[src/rtl/apb_cmd_master.sv]
// APB3 requester: turns a valid/ready command stream into single APB transfers
// and returns one response per command (read data, slave error, timeout).
module apb_cmd_master #(
    parameter int unsigned ADDR_W  = 32,
    parameter int unsigned DATA_W  = 32,
    parameter int unsigned TIMEOUT = 16
) (
    input  logic              pclk,
    input  logic              presetn,
    input  logic              cmd_valid,
    output logic              cmd_ready,
    input  logic              cmd_write,
    input  logic [ADDR_W-1:0] cmd_addr,
    input  logic [DATA_W-1:0] cmd_wdata,
    output logic              rsp_valid,
    input  logic              rsp_ready,
    output logic [DATA_W-1:0] rsp_rdata,
    output logic              rsp_err,
    output logic              rsp_timeout,
    output logic              psel,
    output logic              penable,
    output logic              pwrite,
    output logic [ADDR_W-1:0] paddr,
    output logic [DATA_W-1:0] pwdata,
    input  logic              pready,
    input  logic [DATA_W-1:0] prdata,
    input  logic              pslverr
);

    localparam int unsigned CNT_W = 8;

    typedef enum logic [1:0] {
        S_IDLE   = 2'd0,
        S_SETUP  = 2'd1,
        S_ACCESS = 2'd2,
        S_RESP   = 2'd3
    } state_t;

    state_t            r_state;
    state_t            w_state_nxt;
    logic [CNT_W-1:0]  r_wait_cnt;
    logic [CNT_W-1:0]  w_wait_cnt_nxt;

    logic              w_cmd_ready;
    logic              w_rsp_valid;
    logic [DATA_W-1:0] w_rsp_rdata;
    logic              w_rsp_err;
    logic              w_rsp_timeout;
    logic              w_psel;
    logic              w_penable;
    logic              w_pwrite;
    logic [ADDR_W-1:0] w_paddr;
    logic [DATA_W-1:0] w_pwdata;

    logic              w_cmd_hs;
    logic              w_rsp_hs;
    logic              w_timeout_hit;

    assign w_cmd_hs      = cmd_valid && cmd_ready;
    assign w_rsp_hs      = rsp_valid && rsp_ready;
    // Abort on the TIMEOUT-th ACCESS edge: earlier low edges already counted.
    assign w_timeout_hit = (r_wait_cnt == CNT_W'(TIMEOUT - 1));

    // State register
    always_ff @(posedge pclk or negedge presetn) begin
        if (!presetn) begin
            r_state    <= S_IDLE;
            r_wait_cnt <= '0;
        end else begin
            r_state    <= w_state_nxt;
            r_wait_cnt <= w_wait_cnt_nxt;
        end
    end

    // Next-state and next-output logic; every output holds unless changed
    always_comb begin
        w_state_nxt    = r_state;
        w_wait_cnt_nxt = r_wait_cnt;
        w_rsp_valid    = rsp_valid;
        w_rsp_rdata    = rsp_rdata;
        w_rsp_err      = rsp_err;
        w_rsp_timeout  = rsp_timeout;
        w_psel         = psel;
        w_penable      = penable;
        w_pwrite       = pwrite;
        w_paddr        = paddr;
        w_pwdata       = pwdata;

        case (r_state)
            S_IDLE: begin
                if (w_cmd_hs) begin
                    if (cmd_addr[1:0] != 2'b00) begin
                        w_state_nxt   = S_RESP;
                        w_rsp_valid   = 1'b1;
                        w_rsp_err     = 1'b1;
                        w_rsp_timeout = 1'b0;
                        w_rsp_rdata   = '0;
                    end else begin
                        w_state_nxt = S_SETUP;
                        w_psel      = 1'b1;
                        w_penable   = 1'b0;
                        w_pwrite    = cmd_write;
                        w_paddr     = cmd_addr;
                        w_pwdata    = cmd_wdata;
                    end
                end
            end
            S_SETUP: begin
                w_state_nxt    = S_ACCESS;
                w_penable      = 1'b1;
                w_wait_cnt_nxt = '0;
            end
            S_ACCESS: begin
                if (pready) begin
                    w_state_nxt   = S_RESP;
                    w_psel        = 1'b0;
                    w_penable     = 1'b0;
                    w_rsp_valid   = 1'b1;
                    w_rsp_err     = pslverr;
                    w_rsp_timeout = 1'b0;
                    w_rsp_rdata   = (!pwrite && !pslverr) ? prdata : '0;
                end else if (w_timeout_hit) begin
                    w_state_nxt   = S_RESP;
                    w_psel        = 1'b0;
                    w_penable     = 1'b0;
                    w_rsp_valid   = 1'b1;
                    w_rsp_err     = 1'b1;
                    w_rsp_timeout = 1'b1;
                    w_rsp_rdata   = '0;
                end else begin
                    w_wait_cnt_nxt = r_wait_cnt + CNT_W'(1);
                end
            end
            S_RESP: begin
                if (w_rsp_hs) begin
                    w_state_nxt = S_IDLE;
                    w_rsp_valid = 1'b0;
                end
            end
            default: begin
                w_state_nxt = S_IDLE;
            end
        endcase

        w_cmd_ready = (w_state_nxt == S_IDLE);
    end

    // Output registers
    always_ff @(posedge pclk or negedge presetn) begin
        if (!presetn) begin
            cmd_ready   <= 1'b0;
            rsp_valid   <= 1'b0;
            rsp_rdata   <= '0;
            rsp_err     <= 1'b0;
            rsp_timeout <= 1'b0;
            psel        <= 1'b0;
            penable     <= 1'b0;
            pwrite      <= 1'b0;
            paddr       <= '0;
            pwdata      <= '0;
        end else begin
            cmd_ready   <= w_cmd_ready;
            rsp_valid   <= w_rsp_valid;
            rsp_rdata   <= w_rsp_rdata;
            rsp_err     <= w_rsp_err;
            rsp_timeout <= w_rsp_timeout;
            psel        <= w_psel;
            penable     <= w_penable;
            pwrite      <= w_pwrite;
            paddr       <= w_paddr;
            pwdata      <= w_pwdata;
        end
    end

endmodule

[config.mk]
export PLATFORM = sky130hd
export DESIGN_NAME = apb_cmd_master
export DESIGN_NICKNAME = d
export VERILOG_FILES = /design/src/rtl/apb_cmd_master.sv
export SDC_FILE = /design/constraint.sdc
export NUM_CORES = 1
export LEC_CHECK = 0
export ABC_AREA = 1
export ABC_CLOCK_PERIOD_IN_PS = 4500
export CORE_AREA = 2 2 103 105
export CTS_BUF_LIST = sky130_fd_sc_hd__clkbuf_4 sky130_fd_sc_hd__clkbuf_8
export DETAILED_ROUTE_END_ITERATION = 6
export DIE_AREA = 0 0 105 107
export PLACE_DENSITY = 0.95
export SETUP_SLACK_MARGIN = 0.05
export SYNTH_ARGS = -nofsm -noshare
export SYNTH_HDL_FRONTEND = slang
export SYNTH_SLANG_ARGS = --single-unit
[constraint.sdc]
create_clock -name pclk -period 4.5 [get_ports pclk]
set_clock_uncertainty 0.2 [all_clocks]
set_input_delay 0.675 -clock pclk [delete_from_list [all_inputs] [get_ports pclk]]
set_output_delay 0.675 -clock pclk [all_outputs]
set_load 0.05 [all_outputs]
---- After elaboration in Yosys (flattened, before gate mapping) ----
Index checks and enable logic that the tools add are counted.
word-level totals
  word-level logic and storage cells ...... 78
  bits of input ports ..................... 103
  register bits ........................... 113
  output and inout port bits .............. 103
operators by class
  bitwise logic cells ..................... 1
  reduce and logical (&&, ||, !) cells .... 18
  $add $sub $neg .......................... 1
  multiplexer cells ....................... 35
  equal/unequal tests ..................... 11
operator list
  operator                                                                number
  32-bit two-way mux                                                      5
  32-bit case mux with 2 select lines                                     1
  8-bit two-way mux                                                       2
  8-bit case mux with 2 select lines                                      1
  1-bit two-way mux                                                       15
  2-bit != test (second input constant)                                   6
  4-bit AND reduction                                                     3
  2-bit two-way mux                                                       5
  8-bit by 1-bit adder with 8-bit output (second input constant)          1
  8-bit by 4-bit equality test with 1-bit output (second input constant)  1
  2-bit case mux with 4 select lines                                      1
  1-bit case mux with 2 select lines                                      3
  1-bit case mux with 3 select lines                                      2
  3-bit AND reduction                                                     2
  2-bit nonzero test                                                      3
  3-bit nonzero test                                                      2
  5-bit AND reduction                                                     1
  2-bit equality test (second input constant)                             2
  2-bit zero test                                                         2
  1-bit logical AND                                                       3
  3-bit != test (second input constant)                                   1
  2-bit by 1-bit equality test with 1-bit output (second input constant)  1
  1-bit zero test                                                         2
  1-bit inverter                                                          1

---- Depth between registers and ports, before layout ----
  depth after elaboration ................. 5
  gate-level depth with buffers ........... 10
  depth with buffers taken out ............ 9

---- Least setup slack after synthesis ----
Ideal clock, no wire load.
  path type ............................... input to register
  from .................................... input cmd_valid
  to ...................................... register paddr[2]
  cell stages on the path ................. 6
  library setup time ...................... 0.125 ns
  arrival ................................. 1.632 ns
  setup slack ............................. 2.544 ns
  data required time ...................... 4.175 ns
  path buffers ............................ 2
  cell sequence ........................... nand2_1 > inv_1 > nand3_1 > buf_2 > buf_2 > mux2_2
between the ends
  word-level cells in the longest chain between the ends .. 2
ends and longest elaborated chain
  item                                  line  RTL
  start: declaration                    10    input logic cmd_valid,
  1-bit logical AND                     59    assign w_cmd_hs = cmd_valid && cmd_ready;
  3-bit AND reduction (no source line)  -
  end signal: assignment                170   paddr <= w_paddr;
  end: declaration                      23    output logic [ADDR_W-1:0] paddr,
Every way passes these cells.
A chain may end at the register's enable or synchronous reset.

---- Worst setup path in the final report ----
  from .................................... register r_state[0]
  to ...................................... register rsp_rdata[28]
between the ends
  word-level cells in the longest chain between the ends .. 3
  elaborated cells between the ends (all ways) .. 8
  classes of those cells .................. eq/ne (4); mux (1); reduce/logical (3)
ends and longest elaborated chain
  item                                                           line  RTL
  start: declaration                                             39    state_t r_state;
  start signal: assignment                                       70    r_state <= w_state_nxt;
  2-bit equality test / 2-bit zero test (equally long branches)  89    case (r_state)
  3-bit != test (no source line) (tied with other cells)         -
  4-bit AND reduction (no source line)                           -
  end signal: assignment                                         164   rsp_rdata <= w_rsp_rdata;
  end: declaration                                               17    output logic [DATA_W-1:0] rsp_rdata,
Several ways; a longest one is shown, not always the timed one.

==> metrics.md <==
| Metric | Value |
|---|---|
| I/O Pins | 206 |
| RSZ-0062 raised after global routing | false |
| Nets | 736 |
| Share of cells above drive strength 1 | 0.173 |
| Fmax | 0.357 GHz |
| H-Tree Depth | 4 |
| GRT Total Usage | 0.221 |
| GP Congestion | 0.845 |
| Area taken by multi-input logic gates | 1700 sq um |
| Final Cell Area | 7270 sq um |
| P_leak | 3.23 nW |
| Reg2reg setup slack | 1.70 ns |
| Post-synthesis xor/xnor area fraction | 0.00374 |
| Crit-path max FO | 36 |
| Vias in the first global route | 3,991 |
| Post-route DRC | 0 |
| Drt first-iter violations | 176 |
| Worst r2r path cells | 9 |
| Final WL | 12,200 microns |
| Synth Area per Inst | 11.2 sq um |
| Syn Inst Count | 417 |
| Via density | 4.93 |
| Worst r2r src | r_state[0] |
| First-pass GRT wire length | 19,400 microns |
| Die area | 11,200 sq um |
| Pre-Repair DR Iteration Count | 4 |
| Hold buffer count at CTS | 0 |
| Rel. slew slack | 0.235 |
| Detailed placement HPWL | 9090 microns |
| Antenna-violating nets left | 0 |
| Outcome | finished clean |
| Antenna violations before repair | 0 |
| Hold Path Sink | paddr[1] |
| FF/Latch Area | 2830 sq um |
| Core footprint | 10,100 sq um |
| WL/cell | 15.8 microns |
| Syn. warnings | 0 |
| Die height | 107 microns |
| Largest family of logic cells by synthesized area | multiplexers |
| Tmin final | 2.80 ns |
| Worst-Skew Late Latency | 0.40 ns |
| Simple-gate share of the synthesized area | 0.129 |
| Starting Density | 0.464 |
| N_diodes | 0 |
| DIE WIDTH | 105 microns |
| Num Clock Sinks | 113 |
| Worst VDD drop | 0.000561 V |
| Slew @ Worst Pin | 1.15 ns |
| Post CTS Setup Buffer Count | 0 |
| Mux cell area share after synthesis | 0.151 |
| Root Driver | clkbuf_8 |
| R2R Path End | rsp_rdata[28] |
| Hold wc startpoint | paddr[1] |
| Post-synthesis sequential area ratio | 0.604 |
| #FFs+latches synth | 113 |
| # rows | 37 |
| Layout area overhead | 55.3% |
| Clock transition at path regs | 0.07 ns |
| CTS tree | yes |
| Worst Hold Class | reg2reg |
| Post-route setup TNS | 0 ns |
| CP endpoint kind | register |
| Global route total overflow | 0 |
| Max cap viols | 0 |
| Post-CTS sizing | 0 |
| Largest net degree at the start of global routing | 92 |
| # setup viols final | 0 |
| Critical path arrival | 2.88 ns |
| Syn Nets | 526 |
| Data required time at the worst endpoint | 4.58 ns |
| Startpoint Class | register |
| Final cell count without fillers | 776 |
| Bufs on Longest Clock Path | 2 |
| Synthesized cell area | 4680 sq um |
| Min-Delay Path Depth | 2 |
| Post-DP Area | 6840 sq um |
| Power consumption | 5.52 mW |
| Kind of critical path | reg2reg |
| Inst Count DP | 744 |
| Max-slew violation count | 0 |
| Hold Violations, Final | 0 |
| Compound-cell area share of the yosys netlist | 0.0612 |
| Via count | 3,829 |
| Final period util | 0.622 |
| Fill cells | 726 |
| Number of buffers created by CTS | 17 |
| Unique masters post-synth | 23 |
| Power per cell area | 759 nW/um^2 |
| Adder-Cell Fraction of Synth Area | 0.0160 |
| Final hold slack | 0.278 ns |
| PortBufs | 205 |
[state kept, by name, indices dropped and copies added (netlist names)]
signal / cells
r_state: 2
rsp_timeout: 1
r_wait_cnt: 8
pwdata: 32
pwrite: 1
rsp_valid: 1
penable: 1
rsp_err: 1
paddr: 32
psel: 1
rsp_rdata: 32
cmd_ready: 1
[layout make-up]
type                            instances  area share
Timing Repair Buffer                  209       0.286
Tap cell                              136      0.0234
Clock buffer                           19      0.0342
Clock inverter                         13      0.0258
Multi-Input combinational cell        270       0.233
Inverter                               16     0.00826
Sequential cell                       113       0.389
[metal layers]
| metal | GRT usage | up-vias | part of all wire |
|---|---|---|---|
| li1 | - | 1807 | - |
| met1 | 0.243 | 1821 | 0.38 |
| met3 | 0.0650 | 28 | 0.064 |
| met2 | 0.395 | 173 | 0.53 |
| met5 | 0 | - | 0 |
| met4 | 0.102 | 0 | 0.026 |
[synth_stat cells, drive strengths merged]
| cell type | number | area share |
|---|---|---|
| a21oi | 5 | 0.0053 |
| inv | 16 | 0.013 |
| or2 | 1 | 0.0013 |
| dfrtp | 113 | 0.60 |
| nand3 | 12 | 0.015 |
| ha | 6 | 0.016 |
| o21bai | 2 | 0.0032 |
| nor3 | 3 | 0.0032 |
| mux2 | 63 | 0.15 |
| o21ai | 44 | 0.053 |
| buf | 16 | 0.020 |
| nand2 | 113 | 0.091 |
| nor4 | 1 | 0.0045 |
| clkbuf | 2 | 0.0016 |
| nor2 | 18 | 0.014 |
| xor2 | 2 | 0.0037 |
[worst max-delay path by stage]
stage,start,endpoint,slack (ns),cells past startpoint
2_1_floorplan,cmd_valid,paddr[2],2.54,6
3_3_place_gp,cmd_addr[1],rsp_rdata[1],1.60,7
3_5_place_dp,cmd_addr[1],rsp_rdata[28],1.50,7
4_1_cts,r_state[0],rsp_rdata[28],1.69,9
5_1_grt,r_state[0],rsp_rdata[28],1.47,9
6_report,r_state[0],rsp_rdata[28],1.70,9
[cell usage in the layout, fill, tap and decap left out, drive strengths merged]
cell	count
a21oi	5
clkinv	6
dfrtp	113
buf	5
or2	1
clkbuf	19
clkinvlp	3
nand2	113
ha	6
nor3	3
bufinv	4
nand3	12
nor4	1
o21ai	44
clkdlybuf4s50	204
mux2	63
xor2	2
o21bai	2
nor2	18
inv	16
[worst max-delay path, stage by stage (launching register included)]
cell and delay [ns]:
dfrtp_1 0.40, inv_1 0.11, ha_1 0.29, inv_2 0.22, nor2_1 0.12, o21ai_4 0.11, nand3_2 0.56, buf_4 0.48
nand2_1 0.10, o21ai_1 0.08
[report_power, final]
group / internal (mW) / switching, mW / leakage [nW] / total, mW
clock network: 0.617 / 0.417 / 0.213 / 1.03
registers: 1.38 / 0.207 / 1.49 / 1.59
logic: 0.986 / 1.91 / 1.53 / 2.89
[through the flow]
step | util | setup WS, ns
4_1_cts | 0.721 | 1.69
2_1_floorplan | - | 2.54
5_1_grt | 0.721 | 1.47
6_report | 0.721 | 1.70
3_5_place_dp | 0.677 | 1.50
3_3_place_gp | 0.677 | 1.60
[logic make-up (layout without fill, tap and decap cells)]
kind of cell | count (synthesis) | count (layout)
and+or+nand+nor | 148 | 148
DFF | 113 | 113
muxes | 63 | 63
AOI/OAI and AO/OA | 51 | 51
buffers and inverters | 34 | 257
adders and majority gates | 6 | 6
xor gates and xnor gates | 2 | 2
(Power assumes the default switching activity.)
